**config.mk**
```make
export PLATFORM = sky130hd
export DESIGN_NAME = sha512_pad_flat
export DESIGN_NICKNAME = d
export VERILOG_FILES = /design/src/rtl/sha512_pkg.sv /design/src/rtl/sha512_pad_if.sv /design/src/rtl/sha512_pad.sv /design/src/flat_wrapper.sv
export SDC_FILE = /design/constraint.sdc
export NUM_CORES = 2
export LEC_CHECK = 0
export CAP_MARGIN = 20
export CORE_AREA = 5 5 404 406
export CTS_CLUSTER_DIAMETER = 50
export DETAILED_ROUTE_END_ITERATION = 10
export DIE_AREA = 0 0 409 411
export DONT_BUFFER_PORTS = 1
export PLACE_DENSITY = 0.46
export SYNTH_ARGS = -nofsm -noshare
export SYNTH_HDL_FRONTEND = slang
export SYNTH_SLANG_ARGS = --single-unit
```
**constraint.sdc**
```tcl
create_clock -name clk -period 4.9 [get_ports clk]
set_clock_uncertainty 0.2 [all_clocks]
set_input_delay 0.245 -clock clk [delete_from_list [all_inputs] [get_ports clk]]
set_output_delay 0.245 -clock clk [all_outputs]
set_load 0.02 [all_outputs]
```
**src/rtl/sha512_pkg.sv**
```systemverilog
// Shared SHA-512 definitions: padder state encoding, chunk geometry and the
// round constants consumed by the compression stage.
package sha512_pkg;

  typedef enum logic [2:0] {
    BIRTH,
    FILL,
    PAD,
    EMIT,
    LEN
  } state_t;

  localparam int CHUNK_BITS = 1024;
  localparam int LEN_BITS   = 128;
  localparam int LEN_OFFSET = 112;

  localparam logic [7:0] PAD_BYTE = 8'h80;

  localparam logic [63:0] K512 [80] = '{
    64'h428a2f98d728ae22, 64'h7137449123ef65cd, 64'hb5c0fbcfec4d3b2f, 64'he9b5dba58189dbbc,
    64'h3956c25bf348b538, 64'h59f111f1b605d019, 64'h923f82a4af194f9b, 64'hab1c5ed5da6d8118,
    64'hd807aa98a3030242, 64'h12835b0145706fbe, 64'h243185be4ee4b28c, 64'h550c7dc3d5ffb4e2,
    64'h72be5d74f27b896f, 64'h80deb1fe3b1696b1, 64'h9bdc06a725c71235, 64'hc19bf174cf692694,
    64'he49b69c19ef14ad2, 64'hefbe4786384f25e3, 64'h0fc19dc68b8cd5b5, 64'h240ca1cc77ac9c65,
    64'h2de92c6f592b0275, 64'h4a7484aa6ea6e483, 64'h5cb0a9dcbd41fbd4, 64'h76f988da831153b5,
    64'h983e5152ee66dfab, 64'ha831c66d2db43210, 64'hb00327c898fb213f, 64'hbf597fc7beef0ee4,
    64'hc6e00bf33da88fc2, 64'hd5a79147930aa725, 64'h06ca6351e003826f, 64'h142929670a0e6e70,
    64'h27b70a8546d22ffc, 64'h2e1b21385c26c926, 64'h4d2c6dfc5ac42aed, 64'h53380d139d95b3df,
    64'h650a73548baf63de, 64'h766a0abb3c77b2a8, 64'h81c2c92e47edaee6, 64'h92722c851482353b,
    64'ha2bfe8a14cf10364, 64'ha81a664bbc423001, 64'hc24b8b70d0f89791, 64'hc76c51a30654be30,
    64'hd192e819d6ef5218, 64'hd69906245565a910, 64'hf40e35855771202a, 64'h106aa07032bbd1b8,
    64'h19a4c116b8d2d0c8, 64'h1e376c085141ab53, 64'h2748774cdf8eeb99, 64'h34b0bcb5e19b48a8,
    64'h391c0cb3c5c95a63, 64'h4ed8aa4ae3418acb, 64'h5b9cca4f7763e373, 64'h682e6ff3d6b2b8a3,
    64'h748f82ee5defb2fc, 64'h78a5636f43172f60, 64'h84c87814a1f0ab72, 64'h8cc702081a6439ec,
    64'h90befffa23631e28, 64'ha4506cebde82bde9, 64'hbef9a3f7b2c67915, 64'hc67178f2e372532b,
    64'hca273eceea26619c, 64'hd186b8c721c0c207, 64'heada7dd6cde0eb1e, 64'hf57d4f7fee6ed178,
    64'h06f067aa72176fba, 64'h0a637dc5a2c898a6, 64'h113f9804bef90dae, 64'h1b710b35131c471b,
    64'h28db77f523047d84, 64'h32caab7b40c72493, 64'h3c9ebe0a15c9bebc, 64'h431d67c49c100d4c,
    64'h4cc5d4becb3e42b6, 64'h597f299cfc657e2a, 64'h5fcb6fab3ad6faec, 64'h6c44198c4a475817
  };

endpackage

```
**src/rtl/sha512_pad_if.sv**
```systemverilog
// Byte-in / chunk-out handshake bundle of the SHA-512 padder.
interface sha512_pad_if;

  logic [7:0]                       in_data;
  logic                             in_keep;
  logic                             in_last;
  logic                             in_valid;
  logic                             in_ready;
  logic [sha512_pkg::CHUNK_BITS-1:0] chunk_data;
  logic                             chunk_last;
  logic                             chunk_valid;
  logic                             chunk_ready;

  modport slave (
    input  in_data, in_keep, in_last, in_valid, chunk_ready,
    output in_ready, chunk_data, chunk_last, chunk_valid
  );

  modport master (
    output in_data, in_keep, in_last, in_valid, chunk_ready,
    input  in_ready, chunk_data, chunk_last, chunk_valid
  );

endinterface

```
**src/rtl/sha512_pad.sv**
```systemverilog
// SHA-512 message padder: packs a byte stream into 1024-bit chunks and appends
// the 0x80 marker, zero fill and 128-bit big-endian bit length.
module sha512_pad
  import sha512_pkg::*;
#(
  parameter int CNT_W = 64
) (
  input logic         clk,
  input logic         breset,
  sha512_pad_if.slave bus
);

  state_t                state_reg, state_next;
  logic [CHUNK_BITS-1:0] buf_reg;
  logic [6:0]            idx_reg;
  logic [CNT_W-1:0]      cnt_reg;
  logic                  pad_pending_reg;
  logic                  needs_len_reg;
  logic                  last_flag_reg;

  logic                  in_fire;
  logic                  slot_full;
  logic [9:0]            slot_lsb;
  logic [LEN_BITS-1:0]   bit_len;

  assign in_fire   = (state_reg == FILL) && bus.in_valid;
  assign slot_full = bus.in_keep && (idx_reg == 7'd127);
  // Slot 0 sits in the most significant byte of the chunk.
  assign slot_lsb  = 10'(CHUNK_BITS - 8) - {idx_reg, 3'b000};
  assign bit_len   = LEN_BITS'({cnt_reg, 3'b000});

  always_ff @(posedge clk or negedge breset) begin
    if (!breset) state_reg <= BIRTH;
    else         state_reg <= state_next;
  end

  always_comb begin
    state_next      = state_reg;
    bus.in_ready    = 1'b0;
    bus.chunk_valid = 1'b0;
    bus.chunk_last  = 1'b0;
    bus.chunk_data  = buf_reg;
    case (state_reg)
      BIRTH: state_next = FILL;
      FILL: begin
        bus.in_ready = 1'b1;
        if (bus.in_valid) begin
          if (slot_full)        state_next = EMIT;
          else if (bus.in_last) state_next = PAD;
        end
      end
      PAD:   state_next = EMIT;
      LEN:   state_next = EMIT;
      EMIT: begin
        bus.chunk_valid = 1'b1;
        bus.chunk_last  = last_flag_reg;
        if (bus.chunk_ready) begin
          if (last_flag_reg)        state_next = FILL;
          else if (pad_pending_reg) state_next = PAD;
          else if (needs_len_reg)   state_next = LEN;
          else                      state_next = FILL;
        end
      end
      default: state_next = BIRTH;
    endcase
  end

  always_ff @(posedge clk or negedge breset) begin
    if (!breset) begin
      buf_reg         <= '0;
      idx_reg         <= '0;
      cnt_reg         <= '0;
      pad_pending_reg <= 1'b0;
      needs_len_reg   <= 1'b0;
      last_flag_reg   <= 1'b0;
    end else begin
      case (state_reg)
        FILL: begin
          if (in_fire) begin
            if (bus.in_keep) begin
              buf_reg[slot_lsb +: 8] <= bus.in_data;
              idx_reg                <= idx_reg + 7'd1;
              cnt_reg                <= cnt_reg + CNT_W'(1);
            end
            // A last byte that fills the chunk leaves no room for the marker.
            if (slot_full && bus.in_last) pad_pending_reg <= 1'b1;
          end
        end
        PAD: begin
          buf_reg[slot_lsb +: 8] <= PAD_BYTE;
          pad_pending_reg        <= 1'b0;
          if (idx_reg < 7'(LEN_OFFSET)) begin
            buf_reg[LEN_BITS-1:0] <= bit_len;
            last_flag_reg         <= 1'b1;
          end else begin
            needs_len_reg <= 1'b1;
          end
        end
        LEN: begin
          buf_reg[LEN_BITS-1:0] <= bit_len;
          last_flag_reg         <= 1'b1;
          needs_len_reg         <= 1'b0;
        end
        EMIT: begin
          if (bus.chunk_ready) begin
            buf_reg <= '0;
            idx_reg <= '0;
            if (last_flag_reg) begin
              cnt_reg         <= '0;
              last_flag_reg   <= 1'b0;
              pad_pending_reg <= 1'b0;
              needs_len_reg   <= 1'b0;
            end
          end
        end
        default: ;
      endcase
    end
  end

endmodule

```
**src/flat_wrapper.sv**
```systemverilog
// flat-port wrapper written by rule: the top's interface ports become plain ports
module sha512_pad_flat import sha512_pkg::*;
#(
  parameter int CNT_W = 64
)
  (clk, breset, bus_in_data, bus_in_keep, bus_in_last, bus_in_valid, bus_chunk_ready, bus_in_ready, bus_chunk_data, bus_chunk_last, bus_chunk_valid);
  sha512_pad_if bus_i ();
  input logic clk;
  input logic breset;
  input wire logic [$bits(bus_i.in_data)-1:0] bus_in_data;
  input wire logic [$bits(bus_i.in_keep)-1:0] bus_in_keep;
  input wire logic [$bits(bus_i.in_last)-1:0] bus_in_last;
  input wire logic [$bits(bus_i.in_valid)-1:0] bus_in_valid;
  input wire logic [$bits(bus_i.chunk_ready)-1:0] bus_chunk_ready;
  output wire logic [$bits(bus_i.in_ready)-1:0] bus_in_ready;
  output wire logic [$bits(bus_i.chunk_data)-1:0] bus_chunk_data;
  output wire logic [$bits(bus_i.chunk_last)-1:0] bus_chunk_last;
  output wire logic [$bits(bus_i.chunk_valid)-1:0] bus_chunk_valid;
  assign bus_i.in_data = bus_in_data;
  assign bus_i.in_keep = bus_in_keep;
  assign bus_i.in_last = bus_in_last;
  assign bus_i.in_valid = bus_in_valid;
  assign bus_i.chunk_ready = bus_chunk_ready;
  assign bus_in_ready = bus_i.in_ready;
  assign bus_chunk_data = bus_i.chunk_data;
  assign bus_chunk_last = bus_i.chunk_last;
  assign bus_chunk_valid = bus_i.chunk_valid;
  sha512_pad #(.CNT_W(CNT_W)) u_core (.clk(clk), .breset(breset), .bus(bus_i));
endmodule
```
==> flow_summary.toml <==
[grt]
grt_antenna_before_repair = 15
grt_pass1_wl_um = 350100
grt_overflow = 0
grt_max_degree = 133
grt_pass1_vias = 38150
grt_usage_pct = 29.72

[power_and_ir_drop]
vdd_drop_max_mv = 0.3535
leakage_nw = 24.67
power_density_nw_per_um2 = 518.4

[clocking]
h-tree-depth = 4
cts_resized = 0
clock_sinks = 1101
hold_buffers = 19
cts_made_buffers = 151
post-cts-setup-buffers = 0
cts-root-buf = "clkbuf_16"
clk_latency_ns = 0.76
clkTransAtPathRegs_ns = 0.06
clock_path_buffers = 3
cts_tree = "done"

[drt]
wl_um = 259700
via_count = 39050
drtIter0Drc = 4567
dr.pass1.iters = 6
ant_nets = 0
drc = 0
viasPerCell = 5.932
wl_per_cell_um = 39.45

[worst_setup_path]
crit_arrival_ns = 4.87
path_common_cell = "nor2_1"
cp_top_family = "simple AND/OR/NAND/NOR gates"
critPathCaptureType = "register"
worstPathCellList = "ha_1, and4_1, a21boi_1, nor2_1, nand3_1, buf_8, nor2_1, a22o_1"
crit_buf_inv = 1
cp.required_ns = 5.39
critPathMaxStageDelay_ns = 0.72
timing.rr.start = "u_core.idx_reg[0]"
reg2reg_depth = 8
crit_path_max_fanout = 15
critical_path.slowest_cell = "nand3_1"
ff2ff_setup_slack_ns = 0.52
critPathKind = "reg -> reg"
worst_setup_path_start_kind = "register"

[placed_design]
dp.cells = 6274
hpwl_um = 191000
portBuffers = 0
gp_congestion = 0.9107
placed_area_um2 = 50320

[synthesis]
synth_common_cells = "dfrtp_1 (1101), nand2_1 (521), nand3_1 (301)"
syn_nets = 4338
yosysTopAreaCellShare_pct = 58.62
yosys_register_bits = 1101
synth.cell_area_um2 = 47000
synth.most_common_cell = "dfrtp_1"
synthTopCellsByArea = "dfrtp_1 (59%), mux2i_1 (4.8%), nand2_1 (4.2%), a22o_1 (3.5%), nand3_1 (3.2%)"
yosysSeqAreaShare_pct = 58.62
synth_edf_count = 0
synth-main-ff-cell = "dfrtp_1"
synth.avg_cell_area_um2 = 10.88
syn_inst = 4319
ys_async_sr_fraction_pct = 100.0
yosys.area.top_type = "dfrtp_1"
synth.distinct_cells = 82
yosysWarningCount = 0

[floorplan]
num_rows = 147
die_x_um = 409
initial_core_util_pct = 29.47
io_pins = 1041
die_h_um = 411
dieArea_um2 = 168100
core_um2 = 159500

[timing]
slew_violations = 0
rsz0062_at_grt = "no"
setup_viol = 0
fin_crit_sh_pct = 89.30
fin_crit_ns = 4.376
timing.fmax_ghz = 0.2285
tns_ns = 0
hold_viol = 0
slew_headroom_pct = 19.94
worstMarginPinSlew_ns = 1.197

[worst_hold_path]
hold_start = "bus_in_data[0]"
hold_class = "in -> reg"
hold_depth = 3

[finish]
nets = 4384
post-route-util_pct = 35.01
area_delta_synth_final_pct = 18.80
final_layout_size_suffix_gt1_share_pct = 12.06
nFillCells = 16010
finalNonFillerCells = 6582
postLayoutCellArea_um2 = 55830

[flow_run]
maxCapViolations = 0

[status]
status = "complete, no violations"
[worst reg2reg max path, stage by stage, from the launching register on]
cell	delay, ns
dfrtp_1	0.61
ha_1	0.45
and4_1	0.41
a21boi_1	0.23
nor2_1	0.55
nand3_1	0.73
buf_8	0.40
nor2_1	0.51
a22o_1	0.23
[cell families (layout without fill, tap and decap cells)]
| logic type | Yosys count | after routing | share of synthesized area [%] |
|---|---|---|---|
| buf+inv | 378 | 537 | 3.173 |
| flops | 1101 | 1101 | 58.62 |
| other cells | 0 | 18 | 0 |
| fa+ha+maj | 5 | 5 | 0.1331 |
| simple gates | 1330 | 1330 | 13.28 |
| mux | 226 | 226 | 4.813 |
| xor+xnor | 48 | 48 | 0.8945 |
| compound gates | 1231 | 1231 | 19.08 |
[layout by cell type (no fill, tap or decap), drive strengths merged, types with 21 or more instances in the layout]
cell type     n
a31oi        78
nor4         24
xnor2        31
a22oi        27
inv          69
buf         203
o2bb2ai     144
mux2i       226
o31ai        63
a32o        126
and3         35
o21ai       272
and2         34
a2bb2oi      21
nor2        217
o211ai       28
or3          21
a21oi       169
clkinv       26
nand2       523
nand3       309
dfrtp      1101
nor3         41
clkbuf      202
a22o        188
nand4        60
[through the flow]
stage	hold slack [ns]	total power [mW]	setup WS, ns
2_1_floorplan	-0.2506	13.31	2.100
3_3_place_gp	0.1385	17.50	0.3292
3_5_place_dp	0.1294	17.49	0.5922
4_1_cts	0.004395	29.02	0.5862
5_1_grt	0.04033	29.75	0.3204
6_report	0.04384	28.95	0.5243
[cell type report]
type / count / area [µm²] / share of cell area (%)
diodes: 18 / 45.04 / 0.08068
repair buffers: 223 / 1984 / 3.554
flip-flops and latches: 1101 / 27550 / 49.35
well taps: 2086 / 2610 / 4.675
clock inverters: 65 / 899.6 / 1.611
clock buffers: 201 / 4300 / 7.702
inverters: 48 / 180.2 / 0.3227
multi-input cells: 2840 / 18260 / 32.71
[worst max-delay path by stage]
| stage | to | cells past startpoint | startpoint | slack, ns |
|---|---|---|---|---|
| after floorplan | register | 8 | u_core.idx_reg[1] | 2.10 |
| after global placement | register | 7 | u_core.idx_reg[0] | 0.33 |
| after global routing | register | 8 | u_core.idx_reg[0] | 0.32 |
| after detailed placement | register | 8 | u_core.idx_reg[0] | 0.59 |
| final | register | 8 | u_core.idx_reg[0] | 0.52 |
| after CTS | register | 8 | u_core.idx_reg[0] | 0.59 |
[where the power goes]
| group | leakage, nW | switching [mW] | internal, mW | total, mW |
|---|---|---|---|---|
| logic | 6.78 | 6.41 | 1.39 | 7.80 |
| clock network | 2.54 | 4.54 | 6.92 | 11.5 |
| registers | 15.4 | 0.439 | 9.25 | 9.69 |
| total | 24.7 | 11.4 | 17.6 | 28.9 |
[layer usage]
metal | track usage, % | routed length, µm | up-vias
met2 | 47.61 | 120600 | 2132
met4 | 13.45 | 13460 | 2
li1 | - | - | 16120
met3 | 11.78 | 28250 | 479
met1 | 35.25 | 97390 | 20310
met5 | 0 | 17 | -
Power figures use the tool's default switching activity.
